[src/rtl/key_filter_if.sv]
// rtl/key_filter_if.sv - key pin and debounced event bundle for key_filter
//
// Signals:
//   key_in      raw key pins, active-low, asynchronous to clk
//   key_state   debounced level per key, 1 = pressed
//   key_press   one-cycle pulse per debounced press
//   key_release one-cycle pulse per debounced release
//   key_long    one-cycle pulse once a press has been held long enough
// Modports:
//   master      board side: drives key_in, consumes the events
//   slave       filter side: samples key_in, produces the events
interface key_filter_if #(
    parameter int KEY_W = 4
);
    logic [KEY_W-1:0] key_in;
    logic [KEY_W-1:0] key_state;
    logic [KEY_W-1:0] key_press;
    logic [KEY_W-1:0] key_release;
    logic [KEY_W-1:0] key_long;

    modport master (
        output key_in,
        input  key_state,
        input  key_press,
        input  key_release,
        input  key_long
    );

    modport slave (
        input  key_in,
        output key_state,
        output key_press,
        output key_release,
        output key_long
    );
endinterface

[src/rtl/key_filter.sv]
// rtl/key_filter.sv - per-key synchronizer, debounce FSM and press/release/long pulses
//
// Ports:
//   clk    system clock
//   rst_n  asynchronous active-low reset
//   kif    key_filter_if slave: key_in in, key_state/key_press/key_release/key_long out
// Each key owns a 2-FF synchronizer, a four-state debounce FSM, a debounce
// counter (dcnt) and a saturating long-press counter (lcnt). All outputs are
// registered.
module key_filter #(
    parameter int          KEY_W    = 4,
    parameter logic [19:0] CNT_DBNC = 20'd999_999,
    parameter logic [25:0] CNT_LONG = 26'd49_999_999
) (
    input  logic         clk,
    input  logic         rst_n,
    key_filter_if.slave  kif
);

    typedef enum logic [1:0] {
        IDLE      = 2'd0,
        PRESS_FLT = 2'd1,
        HELD      = 2'd2,
        REL_FLT   = 2'd3
    } state_t;

    logic [KEY_W-1:0] state_v;
    logic [KEY_W-1:0] press_v;
    logic [KEY_W-1:0] rel_v;
    logic [KEY_W-1:0] long_v;

    for (genvar k = 0; k < KEY_W; k++) begin : g_key
        logic        s1;
        logic        s2;
        state_t      state;
        state_t      state_nxt;
        logic [19:0] dcnt;
        logic [19:0] dcnt_nxt;
        logic [25:0] lcnt;
        logic [25:0] lcnt_nxt;
        // Set once key_long has fired for the current press so that a
        // saturated lcnt does not re-trigger after a REL_FLT excursion.
        logic        long_done;
        logic        long_done_nxt;
        logic        level_q;
        logic        press_q;
        logic        rel_q;
        logic        long_q;
        logic        level_nxt;
        logic        press_nxt;
        logic        rel_nxt;
        logic        long_nxt;

        // Synchronizer idles at 1 (released) so a key held through reset
        // shows up as a fresh falling edge after deassertion.
        always_ff @(posedge clk or negedge rst_n) begin
            if (!rst_n) begin
                s1 <= 1'b1;
                s2 <= 1'b1;
            end else begin
                s1 <= kif.key_in[k];
                s2 <= s1;
            end
        end

        // State register plus registered outputs.
        always_ff @(posedge clk or negedge rst_n) begin
            if (!rst_n) begin
                state     <= IDLE;
                dcnt      <= '0;
                lcnt      <= '0;
                long_done <= 1'b0;
                level_q   <= 1'b0;
                press_q   <= 1'b0;
                rel_q     <= 1'b0;
                long_q    <= 1'b0;
            end else begin
                state     <= state_nxt;
                dcnt      <= dcnt_nxt;
                lcnt      <= lcnt_nxt;
                long_done <= long_done_nxt;
                level_q   <= level_nxt;
                press_q   <= press_nxt;
                rel_q     <= rel_nxt;
                long_q    <= long_nxt;
            end
        end

        // Next-state and counter logic.
        always_comb begin
            state_nxt     = state;
            dcnt_nxt      = dcnt;
            lcnt_nxt      = lcnt;
            long_done_nxt = long_done;
            if (long_nxt) begin
                long_done_nxt = 1'b1;
            end
            case (state)
                IDLE: begin
                    if (!s2) begin
                        state_nxt = PRESS_FLT;
                        dcnt_nxt  = '0;
                    end
                end
                PRESS_FLT: begin
                    if (s2) begin
                        state_nxt = IDLE;
                        dcnt_nxt  = '0;
                    end else if (dcnt == CNT_DBNC) begin
                        state_nxt     = HELD;
                        dcnt_nxt      = '0;
                        lcnt_nxt      = '0;
                        long_done_nxt = 1'b0;
                    end else begin
                        dcnt_nxt = dcnt + 20'd1;
                    end
                end
                HELD: begin
                    if (s2) begin
                        state_nxt = REL_FLT;
                        dcnt_nxt  = '0;
                    end else if (lcnt != CNT_LONG) begin
                        lcnt_nxt = lcnt + 26'd1;
                    end
                end
                REL_FLT: begin
                    // lcnt is frozen here; a low glitch resumes HELD with it intact.
                    if (!s2) begin
                        state_nxt = HELD;
                        dcnt_nxt  = '0;
                    end else if (dcnt == CNT_DBNC) begin
                        state_nxt     = IDLE;
                        dcnt_nxt      = '0;
                        lcnt_nxt      = '0;
                        long_done_nxt = 1'b0;
                    end else begin
                        dcnt_nxt = dcnt + 20'd1;
                    end
                end
                default: begin
                    state_nxt = IDLE;
                    dcnt_nxt  = '0;
                    lcnt_nxt  = '0;
                end
            endcase
        end

        // Output decode, registered by the state process.
        always_comb begin
            press_nxt = (state == PRESS_FLT) && !s2 && (dcnt == CNT_DBNC);
            rel_nxt   = (state == REL_FLT) && s2 && (dcnt == CNT_DBNC);
            // Fires in the first cycle lcnt is seen saturated; only one shot per press.
            long_nxt  = ((state == HELD) || (state == REL_FLT)) &&
                        (lcnt == CNT_LONG) && !long_done;
            level_nxt = level_q;
            if (press_nxt) begin
                level_nxt = 1'b1;
            end else if (rel_nxt) begin
                level_nxt = 1'b0;
            end
        end

        assign state_v[k] = level_q;
        assign press_v[k] = press_q;
        assign rel_v[k]   = rel_q;
        assign long_v[k]  = long_q;
    end

    assign kif.key_state   = state_v;
    assign kif.key_press   = press_v;
    assign kif.key_release = rel_v;
    assign kif.key_long    = long_v;

endmodule

[src/flat_wrapper.sv]
// flat-port wrapper written by rule: the top's interface ports become plain ports
module key_filter_flat 
#(
    parameter int          KEY_W    = 4,
    parameter logic [19:0] CNT_DBNC = 20'd999_999,
    parameter logic [25:0] CNT_LONG = 26'd49_999_999
)
  (clk, rst_n, kif_key_in, kif_key_state, kif_key_press, kif_key_release, kif_key_long);
  key_filter_if #(.KEY_W(KEY_W)) kif_i ();
  input  logic clk;
  input  logic rst_n;
  input wire logic [$bits(kif_i.key_in)-1:0] kif_key_in;
  output wire logic [$bits(kif_i.key_state)-1:0] kif_key_state;
  output wire logic [$bits(kif_i.key_press)-1:0] kif_key_press;
  output wire logic [$bits(kif_i.key_release)-1:0] kif_key_release;
  output wire logic [$bits(kif_i.key_long)-1:0] kif_key_long;
  assign kif_i.key_in = kif_key_in;
  assign kif_key_state = kif_i.key_state;
  assign kif_key_press = kif_i.key_press;
  assign kif_key_release = kif_i.key_release;
  assign kif_key_long = kif_i.key_long;
  key_filter #(.KEY_W(KEY_W), .CNT_DBNC(CNT_DBNC), .CNT_LONG(CNT_LONG)) u_core (.clk(clk), .rst_n(rst_n), .kif(kif_i));
endmodule
[config.mk]
export PLATFORM = sky130hd
export DESIGN_NAME = key_filter_flat
export DESIGN_NICKNAME = d
export VERILOG_FILES = /design/src/rtl/key_filter_if.sv /design/src/rtl/key_filter.sv /design/src/flat_wrapper.sv
export SDC_FILE = /design/constraint.sdc
export NUM_CORES = 1
export LEC_CHECK = 0
export CORE_ASPECT_RATIO = 0.7
export CORE_UTILIZATION = 57
export CTS_BUF_LIST = sky130_fd_sc_hd__clkbuf_4 sky130_fd_sc_hd__clkbuf_8 sky130_fd_sc_hd__clkbuf_16
export DETAILED_ROUTE_END_ITERATION = 16
export PLACE_DENSITY = 0.76
export SLEW_MARGIN = 15
export SYNTH_ARGS = -nofsm -noshare
export SYNTH_HDL_FRONTEND = slang
export SYNTH_SLANG_ARGS = --single-unit
[constraint.sdc]
create_clock -name clk -period 2.74 [get_ports clk]
set_input_delay 0.548 -clock clk [delete_from_list [all_inputs] [get_ports clk]]
set_output_delay 0.548 -clock clk [all_outputs]
set_load 0.01 [all_outputs]
==> flow_summary_export.csv <==
group,metric,value,unit
die,start_util,59.32,%
synth,synth_commonest_cells,"dfrtp_1 (212), o21ai_0 (137), nor2_1 (134), nand2_1 (126), nand3_1 (72)",
worst_setup_path,crit_path_top_delay_cell,"or4b_4",
synth,synthXorXnorAreaFrac,5.373,%
layout,drive_above_1_share,10.35,%
cts,cts_tree,"yes",
synth,ys_top_cells_by_area,"dfrtp_1 (46%), o21ai_0 (6.0%), nor2_1 (4.4%)",
synth,synth_compound_area_share,15.62,%
cts,cts_root_buf,"clkbuf_16",
worst_setup_path,cpPeakStageDelay,530,ps
placed_design,dpl_cell_area,12120,sq um
sta,fin_ws,-47.78,ps
grt,grt-ovfl-total,0,
cts,hold_buffers,0,
cts,clock_path_buffers,3,
grt,grt_antenna_before_repair,0,
worst_setup_path,start_kind,"flop",
route,drt-initial-drc-count,824,
worst_setup_path,critPathBufInv,1,
synth,synthAdderAreaFrac,0.8773,%
grt,track_usage,24.57,%
layout,stdcell_area,13010,sq um
die,core_area,19230,sq um
sta,clock_skew,9.944,ps
cts,numCtsBuffers,22,
status,status,"complete, but fails checks",
synth,synth.area.mux_share,0.3619,%
route,ant_nets,0,
worst_setup_path,crit_chain,"or4b_4 > or4_4 > or4_4 > a31o_4 > buf_12 > or4_4 > a21oi_2",
synth,ys_seq_elements,220,
sta,min_period_over_period,101.7,%
worst_setup_path,arrival,3220,ps
worst_setup_path,cp-end-kind,"flop",
route,first_pass_iters,6,
die,dieArea,20600,sq um
route,drc_errors,0,
die,io_pins,22,
power,p_leak,5.490,nW
synth,ys.flop_type,"dfrtp_1",
die,die_y,120.4,um
synth,async_flop_share,100.0,%
synth,postSynthAreaPerCell,8.956,sq um
synth,synth-simple-area-share,25.80,%
synth,yosysTopAreaCellShare,46.50,%
route,post_drt_wl_per_cell,15.57,um
cts,insertion_delay,510,ps
power,vdd_drop_max,0.4221,mV
sta,fmax,358.7,MHz
synth,synth_edf_count,0,
grt,grt_pass1_wl,42340,um
synth,yosys_warnings,0,
cts,h-tree-depth,1,
status,violations,"setup timing",
sta,hold_violations,0,
worst_setup_path,cp.required,3180,ps
layout,num_antenna_cells,0,
worst_setup_path,worstPathMaxFanout,16,
synth,yosysMostFrequentCell,"dfrtp_1",
synth,yosysTopAreaCell,"dfrtp_1",
synth,syn_area,11410,sq um
sta,whs,0.5029,ps
layout,fillers,1527,
placed_design,io_buffers,21,
worst_setup_path,crit_top_cell,"or4_4",
synth,synth_top_family_by_area,"simple AND/OR/NAND/NOR gates",
power,powerDensity,503.2,nW/um^2
worst_setup_path,crit_family,"simple AND/OR/NAND/NOR gates",
sta,slew_viol_final,0,
synth,seq_area_frac_synth,48.34,%
layout,nets,1323,
cts,clk_pin_slew,70,ps
die,die_w,171.1,um
route,drt_wl_total,24730,um
placed_design,gp_congestion,0.8277,
synth,syn_inst,1274,
flow_run,maxCapViolCount,0,
sta,max_slew_margin,22.43,%
sta,min_period,2788,ps
placed_design,dp_hpwl,16330,um
layout,syn_to_final_growth,14.01,%
synth,yosysUniqueCellTypes,53,
route,vias,9697,
worst_setup_path,crit_type,"flop to flop",
route,vias_per_cell,6.106,
cts,cts_sinks,220,
sta,rsz0062_at_grt,"yes",
die,rows,42,
sta,finalSetupViolCount,5,
grt,grt_pass1_vias,8918,
synth,synth_fp_nets,1288,
sta,worst_pin_slew,1159,ps
grt,grt_max_degree,79,
worst_hold_path,holdCritPathClass,"primary input to asynchronous set/reset pin",
final cells by class:
cell class	instances	area, sq um	share of cell area [%]
timing repair buffer	79	715.7	5.502
tap	264	330.3	2.539
multi-input combinational	960	5622	43.21
inverter	26	97.59	0.7502
clock buffer	33	669.4	5.146
sequential	220	5515	42.40
clock inverter	6	58.81	0.4521
state kept, by name, summed over array words and instances, names as in the netlist, named ones only:
signal	count
u_core.g_key.rel_q	4
u_core.g_key.long_done	4
u_core.g_key.state	4
u_core.g_key.level_q	4
u_core.g_key.dcnt	80
u_core.g_key.s1	4
u_core.g_key.s2	4
u_core.g_key.press_q	4
u_core.g_key.lcnt	104
u_core.g_key.long_q	4
logic make-up after synthesis:
kind of cell	Yosys count
AND/OR/NAND/NOR	575
AO/OA/AOI/OAI	303
flip-flops	220
buffers and inverters	94
XOR/XNOR	70
adder cells (fa/ha/maj)	8
multiplexers	4
power by group:
part | total (mW) | internal [mW] | leakage (nW) | switching, mW
clock | 3.02 | 1.79 | 0.372 | 1.23
sequential | 3.30 | 3.27 | 3.03 | 0.0235
combinational | 0.232 | 0.0711 | 2.09 | 0.161
routing by layer:
| metal | track usage, % | vias up | part of all wire (%) |
|---|---|---|---|
| li1 | - | 4700 | - |
| met1 | 38.32 | 4718 | 50 |
| met2 | 36.66 | 252 | 44 |
| met3 | 3.372 | 27 | 5.0 |
| met4 | 4.408 | 0 | 1.3 |
| met5 | 0 | - | 0 |
repair_timing:
item	in CTS	in global routing
resized for setup	11	23
gates cloned	1	0
pin swaps	9	8
buffers inserted	1	1
endpoints found under the setup margin	11	32
layout by cell type, fill, tap and decap left out, drive strengths merged, types with 11 or more instances in the layout:
| master | count |
|---|---|
| dfrtp | 212 |
| o31ai | 22 |
| nor2 | 134 |
| o211ai | 11 |
| nand2 | 126 |
| a31oi | 29 |
| xnor2 | 32 |
| and3 | 43 |
| or3 | 30 |
| o21ai | 137 |
| a21oi | 61 |
| buf | 59 |
| clkdlybuf4s50 | 20 |
| xor2 | 38 |
| nor3 | 32 |
| inv | 27 |
| clkbuf | 33 |
| nor4b | 12 |
| and2 | 13 |
| or4 | 13 |
| nand4 | 41 |
| and4 | 17 |
| nor4 | 15 |
| nand3 | 72 |
stage by stage:
step           util (%)  cells  worst slack, ps  power [mW]  setup TNS (ps)
6_report          67.64   1588           -47.78       6.546          -117.5
2_1_floorplan         -   1274            29.82       3.449               0
3_3_place_gp      63.01   1546            5.480       3.573               0
4_1_cts           67.18   1587           -71.55       6.598          -262.4
3_5_place_dp      63.01   1546           -119.1       3.579          -243.2
5_1_grt           67.64   1588           -132.7       6.771           -1578
worst register-to-register path: cells and delay by family, from the launching register on:
kind,cells,cell delay (ps)
AOI/OAI and AO/OA,2,400
and+or+nand+nor,4,1800
DFF,1,380
buffers and inverters,1,140
final timing paths:
| kind | start | end | slack (ps) | cells past startpoint |
|---|---|---|---|---|
| hold reg to reg | u_core.g_key[2].s1$_DFF_PN1_ | u_core.g_key[2].s2$_DFF_PN1_ | 350 | 0 |
| min in group clk | u_core.g_key[2].s1$_DFF_PN1_ | u_core.g_key[2].s2$_DFF_PN1_ | 350 | 0 |
| setup reg to reg | u_core.g_key[3].dcnt[10]$_DFFE_PN0P_ | u_core.g_key[3].lcnt[5]$_DFFE_PN0P_ | -50 | 7 |
| max in group asynchronous | rst_n | u_core.g_key[3].s1$_DFF_PN1_ | 1950 | 2 |
| hold / removal | rst_n | u_core.g_key[0].lcnt[17]$_DFFE_PN0P_ | 0.5 | 1 |
| setup / recovery | u_core.g_key[3].dcnt[10]$_DFFE_PN0P_ | u_core.g_key[3].lcnt[5]$_DFFE_PN0P_ | -50 | 7 |
(Power assumes the default switching activity.)
